--- src/rtl/cpu_pkg.sv ---
// Shared definitions for the 8-bit bus CPU sequencer.
// Contents: the control-word bit positions, the opcode encodings, the T-state
// counter width, the sequencer state enum and a helper that builds one-hot
// control bits.
package cpu_pkg;

  localparam int CTRL_W = 15;
  localparam int T_W    = 3;

  // Control-word bit positions, MSB first
  localparam int CE = 14;  // PC increment
  localparam int CO = 13;  // PC out
  localparam int J  = 12;  // PC load
  localparam int MI = 11;  // MAR in
  localparam int RI = 10;  // RAM in
  localparam int RO = 9;   // RAM out
  localparam int II = 8;   // IR in
  localparam int IO = 7;   // IR operand out
  localparam int AI = 6;
  localparam int AO = 5;
  localparam int EO = 4;   // ALU out
  localparam int SU = 3;   // ALU subtract
  localparam int BI = 2;
  localparam int OI = 1;   // output register in
  localparam int FI = 0;   // flags register in

  // Opcodes (IR high nibble)
  localparam logic [3:0] OP_NOP = 4'h0;
  localparam logic [3:0] OP_LDA = 4'h1;
  localparam logic [3:0] OP_ADD = 4'h2;
  localparam logic [3:0] OP_SUB = 4'h3;
  localparam logic [3:0] OP_STA = 4'h4;
  localparam logic [3:0] OP_LDI = 4'h5;
  localparam logic [3:0] OP_JMP = 4'h6;
  localparam logic [3:0] OP_JC  = 4'h7;
  localparam logic [3:0] OP_JZ  = 4'h8;
  localparam logic [3:0] OP_OUT = 4'hE;
  localparam logic [3:0] OP_HLT = 4'hF;

  typedef enum logic [1:0] {
    ST_RUN   = 2'd0,
    ST_PAUSE = 2'd1,
    ST_HALT  = 2'd2
  } seq_state_e;

  // One-hot control bit at position idx
  function automatic logic [CTRL_W-1:0] cb(input int idx);
    return CTRL_W'(1) << idx;
  endfunction

endpackage

--- src/rtl/cpu_sequencer_microcode_rom.sv ---
// Combinational microcode ROM.
// Ports:
//   t_state      in  current T-state (0..4)
//   opcode       in  IR high nibble
//   carry_flag   in  registered ALU carry
//   zero_flag    in  registered ALU zero
//   control_word out decoded micro-op bits
//   last_step    out high in the final T-state of the current instruction
module microcode_rom
  import cpu_pkg::*;
#(
  parameter logic [3:0] HALT_OPCODE = 4'hF
) (
  input  logic [T_W-1:0]    t_state,
  input  logic [3:0]        opcode,
  input  logic              carry_flag,
  input  logic              zero_flag,
  output logic [CTRL_W-1:0] control_word,
  output logic              last_step
);

  logic [T_W-1:0] last_t;

  // Instruction length; the halt opcode wins over any other decode
  always_comb begin
    last_t = T_W'(2);
    if (opcode != HALT_OPCODE) begin
      case (opcode)
        OP_LDA, OP_STA: last_t = T_W'(3);
        OP_ADD, OP_SUB: last_t = T_W'(4);
        default:        last_t = T_W'(2);
      endcase
    end
  end

  assign last_step = (t_state == last_t);

  always_comb begin
    control_word = '0;
    case (t_state)
      T_W'(0): control_word = cb(CO) | cb(MI);
      T_W'(1): control_word = cb(RO) | cb(II) | cb(CE);
      default: begin
        if (opcode != HALT_OPCODE) begin
          case (opcode)
            OP_LDA: begin
              if (t_state == T_W'(2)) control_word = cb(IO) | cb(MI);
              if (t_state == T_W'(3)) control_word = cb(RO) | cb(AI);
            end
            OP_ADD, OP_SUB: begin
              if (t_state == T_W'(2)) control_word = cb(IO) | cb(MI);
              if (t_state == T_W'(3)) control_word = cb(RO) | cb(BI);
              if (t_state == T_W'(4)) begin
                control_word = cb(EO) | cb(AI) | cb(FI);
                if (opcode == OP_SUB) control_word = control_word | cb(SU);
              end
            end
            OP_STA: begin
              if (t_state == T_W'(2)) control_word = cb(IO) | cb(MI);
              if (t_state == T_W'(3)) control_word = cb(AO) | cb(RI);
            end
            OP_LDI: if (t_state == T_W'(2)) control_word = cb(IO) | cb(AI);
            OP_JMP: if (t_state == T_W'(2)) control_word = cb(IO) | cb(J);
            // Conditional jumps only look at the flags in T2, their last state
            OP_JC:  if (t_state == T_W'(2) && carry_flag) control_word = cb(IO) | cb(J);
            OP_JZ:  if (t_state == T_W'(2) && zero_flag)  control_word = cb(IO) | cb(J);
            OP_OUT: if (t_state == T_W'(2)) control_word = cb(AO) | cb(OI);
            default: control_word = '0;
          endcase
        end
      end
    endcase
  end

endmodule

--- src/rtl/cpu_sequencer.sv ---
// Microcode sequencer: steps T-states per instruction, handles run/pause,
// single-step and halt, and drives the bus control word from the ROM.
// Ports:
//   clk, rst      clock, asynchronous active-high reset
//   opcode        IR high nibble (valid from T2)
//   carry_flag    registered ALU carry
//   zero_flag     registered ALU zero
//   run           1 = free-run, 0 = pause at next instruction boundary
//   step          pulse: run one instruction while paused
//   control_word  decoded micro-op bits
//   t_state       current T-state
//   paused        idle at T0 waiting for run/step
//   halted        in HALT (exit only through rst)
module cpu_sequencer
  import cpu_pkg::*;
#(
  parameter logic [3:0] HALT_OPCODE   = 4'hF,
  parameter bit         START_RUNNING = 1'b1
) (
  input  logic              clk,
  input  logic              rst,
  input  logic [3:0]        opcode,
  input  logic              carry_flag,
  input  logic              zero_flag,
  input  logic              run,
  input  logic              step,
  output logic [CTRL_W-1:0] control_word,
  output logic [T_W-1:0]    t_state,
  output logic              paused,
  output logic              halted
);

  localparam seq_state_e RESET_STATE = START_RUNNING ? ST_RUN : ST_PAUSE;

  seq_state_e        state_q, state_d;
  logic [T_W-1:0]    t_q, t_d;
  logic [CTRL_W-1:0] rom_word;
  logic              last_step;

  microcode_rom #(
    .HALT_OPCODE (HALT_OPCODE)
  ) u_rom (
    .t_state      (t_q),
    .opcode       (opcode),
    .carry_flag   (carry_flag),
    .zero_flag    (zero_flag),
    .control_word (rom_word),
    .last_step    (last_step)
  );

  always_ff @(posedge clk or posedge rst) begin
    if (rst) begin
      state_q <= RESET_STATE;
      t_q     <= '0;
    end else begin
      state_q <= state_d;
      t_q     <= t_d;
    end
  end

  // A stepped instruction needs no extra flag: run is still low at its
  // boundary, so it naturally falls back into PAUSE.
  always_comb begin
    state_d = state_q;
    t_d     = t_q;
    case (state_q)
      ST_RUN: begin
        if (last_step) begin
          t_d = '0;
          if (opcode == HALT_OPCODE) state_d = ST_HALT;
          else if (!run)             state_d = ST_PAUSE;
        end else begin
          t_d = t_q + T_W'(1);
        end
      end
      ST_PAUSE: begin
        t_d = '0;
        if (run || step) state_d = ST_RUN;
      end
      ST_HALT: t_d = '0;
      default: begin
        state_d = RESET_STATE;
        t_d     = '0;
      end
    endcase
  end

  // Gating with rst keeps the bus quiet while reset is held, even though the
  // reset state itself is RUN/T0 whose ROM word is non-zero.
  assign control_word = (state_q == ST_RUN && !rst) ? rom_word : '0;
  assign t_state      = t_q;
  assign paused       = (state_q == ST_PAUSE);
  assign halted       = (state_q == ST_HALT);

endmodule

--- config.mk ---
export PLATFORM = sky130hd
export DESIGN_NAME = cpu_sequencer
export DESIGN_NICKNAME = d
export VERILOG_FILES = /design/src/rtl/cpu_pkg.sv /design/src/rtl/cpu_sequencer_microcode_rom.sv /design/src/rtl/cpu_sequencer.sv
export SDC_FILE = /design/constraint.sdc
export NUM_CORES = 1
export LEC_CHECK = 0
export BUFFER_PORTS_ARGS = -buffer_cell sky130_fd_sc_hd__buf_2
export CAP_MARGIN = 25
export CORE_MARGIN = 2
export CORE_UTILIZATION = 50
export CTS_BUF_LIST = sky130_fd_sc_hd__clkbuf_8
export DETAILED_ROUTE_END_ITERATION = 7
export PLACE_DENSITY = 0.84
export SLEW_MARGIN = 20
export SYNTH_ARGS = -nofsm -noshare
export SYNTH_HDL_FRONTEND = slang
export SYNTH_HIERARCHICAL = 1
export SYNTH_SLANG_ARGS = --single-unit
--- constraint.sdc ---
create_clock -name clk -period 1.8 [get_ports clk]
set_clock_uncertainty 0.1 [all_clocks]
set_input_delay 0.36 -clock clk [delete_from_list [all_inputs] [get_ports clk]]
set_output_delay 0.36 -clock clk [all_outputs]
set_load 0.02 [all_outputs]
# Word level (Yosys, flattened, before mapping)
# Index checks and enable logic that the tools add are counted.
[word_totals]
reg_bits = 5
inputBits = 10
output_inout_bits = 20
word_cells = 59
[classes]
add_sub_neg = 1
eq_ne = 21
mux = 24
bitwise_logic = 1
n_reduce_logical = 10
[op_table]
columns = ["operator", "count"]
rows = [
  ["15-bit one-hot mux with 8 select lines", 1],
  ["15-bit 2-to-1 mux", 4],
  ["13-bit 2-to-1 mux", 3],
  ["12-bit 2-to-1 mux", 3],
  ["15-bit one-hot mux with 2 select lines", 1],
  ["4-bit by 3-bit == test with 1-bit output (second input constant)", 4],
  ["4-bit == test (second input constant)", 3],
  ["3-bit 2-to-1 mux", 3],
  ["4-bit by 2-bit == test with 1-bit output (second input constant)", 2],
  ["2-bit 2-to-1 mux", 4],
  ["8-bit 2-to-1 mux", 1],
  ["3-bit by 2-bit == test with 1-bit output (second input constant)", 2],
  ["6-bit 2-to-1 mux", 1],
  ["2-bit one-hot mux with 3 select lines", 1],
  ["3-bit one-hot mux with 2 select lines", 1],
  ["4-bit by 1-bit == test with 1-bit output (second input constant)", 1],
  ["4-bit 2-to-1 mux", 1],
  ["4-bit inequality test (second input constant)", 1],
  ["4-bit AND reduction", 1],
  ["2-bit OR reduction", 2],
  ["3-bit by 1-bit adder with 3-bit output (second input constant)", 1],
  ["3-bit by 1-bit == test with 1-bit output (second input constant)", 1],
  ["3-bit == test", 1],
  ["3-bit == test (second input constant)", 1],
  ["other kinds (11)", 13],
]

# Depth between registers and ports, before layout
[depth]
word_depth = 8
mapped_depth = 6
ltp_nobuf = 5

# By module
# Netlist, hierarchy kept.
[modules_own_cells]
columns = ["module", "n_inst", "cells_per_inst", "area_per_inst_um2", "seq_area_each_um2"]
rows = [
  ["microcode_rom", 1, 48, 382.9, 0.0],
  ["cpu_sequencer", 1, 37, 371.6, 125.1],
]

# Worst setup path before layout
# Ideal clock, no wire load.
[synth_path]
kind = "register to output"
startpoint = "reg t_q[0] (netlist: t_state[0])"
endpoint = "out control_word[5]"
arrival_time_ps = 1289
required_time_ps = 1340
path_slack_ps = 51
path_stages_with_launch = 5
n_path_buf = 1
cell_sequence = "dfrtp_1 > buf_2 > a21oi_1 > nor4bb_2 > and2_1"
[synth_between]
elab_chain_len = 7
elab_cells_between_ends = 14
classes_between = "eq/ne (4); mux (9); reduce/logical (1)"
[synth_rtl]
columns = ["item", "line", "rtl"]
rows = [
  ["start: declaration", "cpu_sequencer.sv:36", "logic [T_W-1:0] t_q, t_d;"],
  ["start signal: assignment", "cpu_sequencer.sv:57", "t_q <= t_d;"],
  ["3-bit by 2-bit == test with 1-bit output", "cpu_sequencer_microcode_rom.sv:48, cpu_sequencer_microcode_rom.sv:52, cpu_sequencer_microcode_rom.sv:60", ""],
  ["12-bit 2-to-1 mux", "cpu_sequencer_microcode_rom.sv:52", "if (t_state == T_W'(3)) control_word = cb(RO) | cb(BI);"],
  ["15-bit 2-to-1 mux", "cpu_sequencer_microcode_rom.sv:53", "if (t_state == T_W'(4)) begin"],
  ["15-bit one-hot mux with 8 select lines", "cpu_sequencer_microcode_rom.sv:45", "case (opcode)"],
  ["15-bit 2-to-1 mux", "cpu_sequencer_microcode_rom.sv:44", "if (opcode != HALT_OPCODE) begin"],
  ["15-bit one-hot mux with 2 select lines (*)", "cpu_sequencer_microcode_rom.sv:40", "case (t_state)"],
  ["named net rom_word[5]", "cpu_sequencer.sv:37", "logic [CTRL_W-1:0] rom_word;"],
  ["15-bit 2-to-1 mux (*)", "cpu_sequencer.sv:90", "assign control_word = (state_q == ST_RUN && !rst) ? rom_word : '0;"],
  ["end: declaration", "cpu_sequencer.sv:27", "output logic [CTRL_W-1:0] control_word,"],
]
# Mark *: on every way through the listed nets, which the timed path passes. The rest lies on a longest branch.

# Final worst setup path
# Ends and elaborated chain as after synthesis.

==> impl_metrics.env <==
export IMPL_status="finished with violations"
export IMPL_violations="negative setup slack"
export IMPL_place_area_um2=960
export IMPL_start_util_pct=51.9
export IMPL_drc=0
export IMPL_setup_ws_ns=-0.214
export IMPL_yosys_area_share_simple_pct=52.4
export IMPL_chipWidth_um=42.8
export IMPL_synth_top_flop_cell="dfrtp_1"
export IMPL_cts_clk_slew_worst_paths_ns=0.04
export IMPL_synth_seq_cells=5
export IMPL_vias=834
export IMPL_finalWirelength_mm=2.60
export IMPL_pin_count=30
export IMPL_synthAdderAreaFrac_pct=1.66
export IMPL_grtUsageMet1_pct=29.0
export IMPL_grt_overflow_total=0
export IMPL_die_height_um=42.8
export IMPL_synth_area_leaders="dfrtp_1 (17%), and2_1 (7.5%), and2_2 (7.0%)"
export IMPL_ir_worst_vdd_mv=0.952
export IMPL_worstMarginPinSlew_ns=0.265
export IMPL_antennaDiodeCount=0
export IMPL_cts_tree="done"
export IMPL_drive_above_1_share_pct=67.7
export IMPL_cts_sinks=5
export IMPL_hold_path_class="in -> reg"
export IMPL_critPathRequiredTime_ns=1.34
export IMPL_instances_no_fill=149
export IMPL_grt_max_degree=16
export IMPL_via_per_inst=5.60
export IMPL_cp_max_fo=4
export IMPL_synth_top_area_share_pct=16.6
export IMPL_dr_pass1_iters=4
export IMPL_final_core_util_pct=89.0
export IMPL_grt_pass1_vias=729
export IMPL_p_leak_nw=0.638
export IMPL_root_buffer="clkbuf_8"
export IMPL_gp_congestion=0.816
export IMPL_synth_compound_area_share_pct=11.9
export IMPL_synth_cell_types=40
export IMPL_dp_slack_ns=-0.102
export IMPL_synthCells=85
export IMPL_start_kind="register"
export IMPL_yosys_area_top_type="dfrtp_1"
export IMPL_grt_use_met2_pct=40.3
export IMPL_fill_cells=63
export IMPL_synthMuxAreaShare_pct=1.33
export IMPL_fin_nets=145
export IMPL_rows=14
export IMPL_first_iter_violations=17
export IMPL_relSlewSlack_pct=82.1
export IMPL_fin_area_um2=1290
export IMPL_syn_avg_cell_area_um2=8.88
export IMPL_grt_pass1_wl_mm=3.31
export IMPL_top_usage_layer="met2"
export IMPL_power_density_nw_per_um2=1160
export IMPL_tns_ns=-0.971
export IMPL_place_hpwl_mm=1.27
export IMPL_synth_area_um2=754
export IMPL_use_met3_pct=3.83
export IMPL_area_growth_pct=71.5
export IMPL_crit_type="reg -> out"
export IMPL_synth_edf_count=0
export IMPL_yosys_area_share_xor_xnor_pct=4.48
export IMPL_finalMaxSlewViolations=0
export IMPL_cts_buffer_depth=2
export IMPL_fmax_mhz=497
export IMPL_htreeDepth=1
export IMPL_die_area_um2=1840
export IMPL_dp_cells=137
export IMPL_timing_final_crit_period_ns=2.01
export IMPL_end_kind="output port"
export IMPL_hold_violations=0
export IMPL_synth_fp_nets=96
export IMPL_port_buffers=29
export IMPL_synth_most_common_cell="and2_1"
export IMPL_ys_seq_area_share_pct=16.6
export IMPL_ant_nets=0
export IMPL_synth_common_cells="and2_1 (9), and2_2 (7), dfrtp_1 (5), nor2_1 (5)"
export IMPL_synth_warnings=6
export IMPL_post_route_period_util_pct=112
export IMPL_finalSetupViolations=11
export IMPL_clock_latency_ns=0.22
export IMPL_rsz0062_at_grt="yes"
export IMPL_async_reset_ff_share_pct=100
export IMPL_maxCapViolations=0
export IMPL_core_area_um2=1450
export IMPL_wire_per_inst_um=17.4
export IMPL_synth_top_family_by_area="simple AND/OR/NAND/NOR gates"
export IMPL_cts_inserted_buffers=3
export IMPL_arrival_ns=1.55
export IMPL_antenna_found_initial=0
export IMPL_grt_use_total_pct=23.6
==> through the flow <==
step	total power, W	hold WS [ns]
after global placement	0.000926	0.192
after global routing	0.00158	0.348
after floorplan	0.000714	0.0385
after CTS	0.00133	0.333
final	0.00150	0.335
after detailed placement	0.000951	0.202
==> final timing paths <==
kind	depth (start not counted)	slack, ns	from	endpoint
worst min-delay path	3	0.34	step	state_q[0]
worst max register to register	6	0.14	t_state[0]	state_q[0]
worst min register to register	2	0.54	state_q[0]	t_state[1]
max in group asynchronous	3	0.89	rst	t_state[1]
worst max-delay path	5	-0.21	t_state[0]	control_word[5]
min in group asynchronous	3	0.53	rst	t_state[2]
==> cells by family (layout without fill, tap and decap cells) <==
kind of cell,Yosys count,count (layout)
AND/OR/NAND/NOR,52,52
multiplexers,1,1
XOR/XNOR,3,3
AO/OA/AOI/OAI,12,12
adder cells (fa/ha/maj),1,1
buffers and inverters,11,59
flip-flops,5,5
==> state kept, by name, summed over array words and instances, names as in the netlist <==
name / cells
state_q: 2
t_state: 3
==> power by group <==
group | switching, W | internal, W | total, W
Clock | 0.0000589 | 0.000147 | 0.000205
Combinational | 0.000522 | 0.000558 | 0.00108
Sequential | 0.0000523 | 0.000161 | 0.000213
Total | 0.000633 | 0.000865 | 0.00150
==> routing by layer <==
metal | share of wire (%) | vias up | routed length (µm)
met2 | 52 | 37 | 1360
li1 | - | 394 | -
met4 | 1.5 | 0 | 39
met1 | 41 | 399 | 1070
met5 | 0 | - | 0
met3 | 4.7 | 4 | 123
==> what timing repair did <==
item / 4_1_cts / 5_1_grt
endpoints found under the hold margin: 5 / 0
hold buffers: 1 / 0
setup buffers: 6 / 2
setup endpoints to repair: 15 / 15
pin swaps: 4 / 9
gates resized for setup: 40 / 31
==> area by class of cell <==
cell class	count	area [µm²]	area share [%]
Sequential cell	5	128	9.86
Multi-Input combinational cell	69	609	47.1
Clock buffer	3	41.3	3.19
Inverter	2	7.51	0.580
Tap cell	16	20.0	1.55
Timing Repair Buffer	53	484	37.4
Clock inverter	1	3.75	0.290
==> critical path, stage by stage, from the launching register on <==
cell and delay (ns):
dfrtp_2 0.42, and3b_1 0.24, a21oi_1 0.07, nor4bb_2 0.28, and2_1 0.19, buf_6 0.12
==> placed cells by master, fill, tap and decap left out, drive strengths merged <==
master       Yosys  final
buf              9     52
ha               1      1
a211o            1      1
a21boi           1      1
and2b            2      2
o21bai           1      1
and2            16     16
nand2b           2      2
nor4b            4      4
nor3b            1      1
and3b            3      3
xnor2            1      1
and4b            1      1
and4bb           1      1
o31a             1      1
nand4            2      2
nor4bb           2      2
and3             2      2
a211oi           1      1
nor3             5      5
o21ai            1      1
clkbuf           0      3
a21o             1      1
nor2b            2      2
a21oi            3      3
nor4             2      2
dfrtp            5      5
o21a             1      1
inv              2      3
nand2            1      1
mux2i            1      1
dlygate4sd3      0      1
a41o             1      1
nor2             6      6
xor2             2      2
Power figures use the tool's default switching activity.
